### src/rtl/serial_word_receiver.sv
// Deserializes a framed serial bit stream (MSB- or LSB-first) into WIDTH-bit words
// presented on a valid/ready output register, with a sticky flag for dropped words.
module serial_word_receiver #(
  parameter int WIDTH = 4
) (
  input  logic             Clk,
  input  logic             Rst,
  input  logic             Start,
  input  logic             Dir,
  input  logic             Sin,
  input  logic             Sin_vld,
  output logic [WIDTH-1:0] DataOut,
  output logic             Out_vld,
  input  logic             Out_rdy,
  output logic             Busy,
  output logic             Ovf
);

  localparam int CW = $clog2(WIDTH + 1);
  localparam logic [CW-1:0] LAST_CNT = CW'(WIDTH - 1);
  localparam logic [CW-1:0] ZERO_CNT = {CW{1'b0}};

  typedef enum logic {
    ST_IDLE  = 1'b0,
    ST_SHIFT = 1'b1
  } state_t;

  state_t           state_r, state_s;
  logic [WIDTH-1:0] sr_r, sr_s;
  logic [CW-1:0]    cnt_r, cnt_s;
  logic             dir_r, dir_s;
  logic [WIDTH-1:0] dout_r, dout_s;
  logic             vld_r, vld_s;
  logic             ovf_r, ovf_s;

  logic             done_s;
  logic             shift_dir_s;
  logic [CW-1:0]    base_s;
  logic [WIDTH-1:0] shifted_s;
  logic [WIDTH-1:0] word_s;

  // State, shift and output registers; reset overrides everything, including a live frame.
  always_ff @(posedge Clk) begin
    if (!Rst) begin
      state_r <= ST_IDLE;
      sr_r    <= {WIDTH{1'b0}};
      cnt_r   <= ZERO_CNT;
      dir_r   <= 1'b0;
      dout_r  <= {WIDTH{1'b0}};
      vld_r   <= 1'b0;
      ovf_r   <= 1'b0;
    end else begin
      state_r <= state_s;
      sr_r    <= sr_s;
      cnt_r   <= cnt_s;
      dir_r   <= dir_s;
      dout_r  <= dout_s;
      vld_r   <= vld_s;
      ovf_r   <= ovf_s;
    end
  end

  // Next-state: frame start/abort, bit capture, completion and output handshake.
  always_comb begin
    state_s     = state_r;
    sr_s        = sr_r;
    cnt_s       = cnt_r;
    dir_s       = dir_r;
    dout_s      = dout_r;
    vld_s       = vld_r;
    ovf_s       = ovf_r;
    done_s      = 1'b0;
    word_s      = sr_r;
    shift_dir_s = dir_r;
    base_s      = cnt_r;

    // Start (in either state) restarts the frame; a coincident bit becomes bit 0.
    if (Start) begin
      state_s     = ST_SHIFT;
      dir_s       = Dir;
      cnt_s       = ZERO_CNT;
      shift_dir_s = Dir;
      base_s      = ZERO_CNT;
    end else begin
      shift_dir_s = dir_r;
      base_s      = cnt_r;
    end

    shifted_s = shift_dir_s ? {Sin, sr_r[WIDTH-1:1]} : {sr_r[WIDTH-2:0], Sin};

    if (Sin_vld && (Start || (state_r == ST_SHIFT))) begin
      sr_s = shifted_s;
      if (base_s == LAST_CNT) begin
        done_s  = 1'b1;
        word_s  = shifted_s;
        state_s = ST_IDLE;
        cnt_s   = ZERO_CNT;
      end else begin
        cnt_s = base_s + CW'(1);
      end
    end else begin
      done_s = 1'b0;
    end

    // A completing word loads only if the register is empty or being drained this cycle.
    if (done_s) begin
      if (!vld_r || Out_rdy) begin
        dout_s = word_s;
        vld_s  = 1'b1;
      end else begin
        ovf_s = 1'b1;
      end
    end else if (vld_r && Out_rdy) begin
      vld_s = 1'b0;
    end else begin
      vld_s = vld_r;
    end
  end

  assign DataOut = dout_r;
  assign Out_vld = vld_r;
  assign Busy    = (state_r == ST_SHIFT);
  assign Ovf     = ovf_r;

endmodule

### config.mk
export PLATFORM = sky130hd
export DESIGN_NAME = serial_word_receiver
export DESIGN_NICKNAME = d
export VERILOG_FILES = /design/src/rtl/serial_word_receiver.sv
export SDC_FILE = /design/constraint.sdc
export NUM_CORES = 1
export LEC_CHECK = 0
export CAP_MARGIN = 0
export CORE_ASPECT_RATIO = 0.9
export CORE_MARGIN = 2
export CORE_UTILIZATION = 41
export CTS_CLUSTER_SIZE = 8
export DETAILED_ROUTE_END_ITERATION = 6
export GPL_ROUTABILITY_DRIVEN = 0
export PLACE_DENSITY = 0.79
export RECOVER_POWER = 100
export SLEW_MARGIN = 20
export SYNTH_ARGS = -nofsm -noshare
export SYNTH_HDL_FRONTEND = slang
export SYNTH_SLANG_ARGS = --single-unit
### constraint.sdc
create_clock -name Clk -period 1.25 [get_ports Clk]
set_input_delay 0.125 -clock Clk [delete_from_list [all_inputs] [get_ports Clk]]
set_output_delay 0.125 -clock Clk [all_outputs]
set_load 0.02 [all_outputs]
==> metrics.md <==
| Metric | Value |
|---|---|
| Rows | 13 |
| Reg-to-reg startpoint | cnt_r[1] |
| Switching Power | 0.2235 mW |
| Synth Warn # | 0 |
| Synthesis-stage register bit count | 15 |
| Part of the power in combinational logic | 13.4% |
| CTS tree | built |
| Die X-Extent | 44.64 µm |
| Crit. End Element | register |
| # DRC | 0 |
| Synth top area cells | dfxtp_1 (49%), mux2i_1 (8.2%), a21oi_1 (7.4%), o21ai_0 (7.4%), mux2i_4 (3.7%) |
| Hold depth | 4 |
| ANT nets after route | 0 |
| Final WS setup | between 0.05 and 0.06 ns |
| Fillers | 127 |
| Final #Nets | slightly above 90 |
| Mapped Cells | 60 |
| ANT cells | 0 |
| Dpl hpwl | 906.3 µm |
| Cell variety after synth | 22 |
| Area Growth Syn to Fin | 37.58% |
| Area leader, netlist | dfxtp_1 |
| Initial DRC count | 11 |
| Root buf cell | clkbuf_4 |
| Setup TNS | 0 ns |
| FMAX | approximately 0.84 GHz |
| Period utilization | 95.49% |
| Full die area | between 1500 and 2000 µm² |
| Setup Skew | between 0.003 and 0.004 ns |
| # hold bufs at CTS | 0 |
| Initial Util | 43.06% |
| Post-synth top cells | dfxtp_1 (15), a21oi_1 (9), o21ai_0 (9) |
| Min cycle time layout | 1.194 ns |
| Global Route Usage Sum | 16.33% |
| Vias in the first global route | about 490 |
| Type of the most critical hold path | input port to register |
| DR vias/cell | between 5 and 6 |
| Register area share after synthesis | 49.28% |
| Worst setup SP type | register |
| TritonCTS buffer count | 3 |
| Clk buf depth | 2 |
| First-pass GRT wire length | 2014 µm |
| Status | finished, final reports clean |
| Design area | 838.3 µm² |
| Core area | 1415 µm² |
| Final hold violations | 0 |
| Largest net degree at the start of global routing | 11 |
| Req. time, crit path | 1.47 ns |
| Worst Reg-to-Reg Cells | 5 |
| # IOs | 14 |
| Critical R2R Capture | DataOut[0] |
| Int Power | ~0.68 mW |
| Clock transition at path regs | 0.09 ns |
| Crit-path max FO | 7 |
| Flop pwr share | 56.1% |
| Most common flop cell mapped by yosys | dfxtp_1 |
| Worst Hold End | dir_r |
| Worst VDD drop | 0.0008175 V |
| Initial antenna violation count | 0 |
| Hold path start | Start |
| Vias | 532 |
| Slew HR | 76.75% |
| CTS sink cnt | 15 |
| Top cell type's share of synthesized area | 49.28% |
| Total grt overflow | 0 |
| Post-synth EDFFs | 0 |
| Syn nets | 68 |
| Maxcap violations | 0 |
| Async set-reset flop share out of synthesis | 0% |
| Die Ht | 40.57 µm |
| PwrDens | 1077 nW/µm² |
| Leakage power | 0.3679 nW |
| Layout cells sized above 1 | 24.39% |
| Routed WL per cell | 13.53 µm |
| PortBufs | 13 |
| Count leader, synth | dfxtp_1 |
| Finish-stage setup viols | 0 |
| Placed cell areas | 790.8 µm² |
| Insertion delay to the later sink of the worst-skew pair | 0.29 ns |
| Reg-to-reg slack, setup | around 0.056 ns |
| Mapped Avg Cell Area | 10.16 µm² |
| Setup Crit Path Kind | register to register |
| Crit path DAT | 1.42 ns |
| Synth Cell Area | 609.3 µm² |
| Worst slew pin tran | 0.3487 ns |
| Final slew viol count | 0 |
| Switch share | approximately a quarter |
| H-tree level count | 1 |
| Clock power share | a little over 30% |
| Drt first pass iters | 4 |
| Pre-CTS WS | -0.4261 ns |
| WL final | 1312 µm |
[worst max-delay path by stage]
stage	start	end	slack [ns]	cells past startpoint
global route	cnt_r[0]	DataOut[0]	-0.02	5
global placement	Start	DataOut[3]	-0.36	6
detailed placement	Start	DataOut[0]	-0.43	6
finish	cnt_r[1]	DataOut[0]	0.06	5
floorplan	Start	DataOut[0]	0.04	6
CTS	cnt_r[1]	DataOut[0]	0.02	5
[power groups by stage]
stage                     Clock, mW  Combinational, mW  Sequential (mW)
after global placement            0              0.114            0.515
final                         0.275              0.121            0.506
after CTS                     0.289              0.117            0.506
after floorplan                   0             0.0668            0.517
after detailed placement          0              0.117            0.516
after global routing          0.307              0.134            0.508
[worst max-delay path: stages, from the launching register on]
cell	delay, ns
dfxtp_1	0.30
and2b_2	0.21
ha_4	0.17
o2111a_2	0.16
buf_4	0.15
a21oi_1	0.13
[placed cells by master, fill, tap and decap left out, types with 2 or more instances in the layout]
cell type        netlist  layout
nand2b_1               2       2
o21ai_0                9       7
clkdlybuf4s50_1        0       5
clkbuf_4               0       3
a21oi_1                9       8
dfxtp_1               15      15
buf_4                  0       8
o21a_1                 1       2
nor2_1                 4       4
mux2i_1                5       4
dlygate4sd2_1          0       8
o21ai_1                0       2
[logic make-up (layout without fill, tap and decap cells)]
group / count (synthesis) / count (layout) / share of synthesized area, %
compound gates: 24 / 24 / 22.79
flops: 15 / 15 / 49.28
simple gates: 9 / 9 / 8.624
mux: 6 / 6 / 11.91
buf+inv: 4 / 26 / 3.899
fa+ha+maj: 1 / 1 / 2.053
xor+xnor: 1 / 1 / 1.438
[per-stage QoR]
| step | hold slack [ns] | instances | util [%] | total power, mW |
|---|---|---|---|---|
| 3_3_place_gp | 0.4528 | 92 | 55.88 | 0.6293 |
| 5_1_grt | 0.4757 | 97 | 59.24 | 0.9501 |
| 6_report | 0.4497 | 97 | 59.24 | 0.9025 |
| 4_1_cts | 0.4416 | 96 | 57.47 | 0.9113 |
| 2_1_floorplan | 0.2259 | 60 | - | 0.5837 |
| 3_5_place_dp | 0.4766 | 92 | 55.88 | 0.6330 |
[state kept, by name (all words and copies together) (netlist names)]
signal,count
Ovf,1
DataOut,4
Out_vld,1
cnt_r,3
sr_r,4
Busy,1
dir_r,1
[metal layers]
layer | track usage [%] | vias up | routed length (µm)
met5 | 0 | - | 0
met4 | 8.333 | 0 | 22
met3 | 5.405 | 3 | 79
met2 | 27.90 | 13 | 651
met1 | 18.43 | 254 | 559
li1 | - | 262 | -
[area by class of cell]
| type | instances | area (µm²) | area share, % |
|---|---|---|---|
| Clock buffer | 3 | 22.52 | 2.687 |
| Clock inverter | 1 | 5.005 | 0.5970 |
| Inverter | 1 | 3.754 | 0.4478 |
| Multi-Input combinational cell | 41 | 307.8 | 36.72 |
| Sequential cell | 15 | 300.3 | 35.82 |
| Tap cell | 15 | 18.77 | 2.239 |
| Timing Repair Buffer | 21 | 180.2 | 21.49 |
[timing repair]
action | CTS | global route
pin swaps | 0 | 0
endpoints found under the setup margin | 16 | 4
gates cloned | 0 | 0
buffers inserted | 0 | 1
resized for setup | 11 | 5
endpoints found under the hold margin | 0 | 0
(Power assumes the default switching activity.)
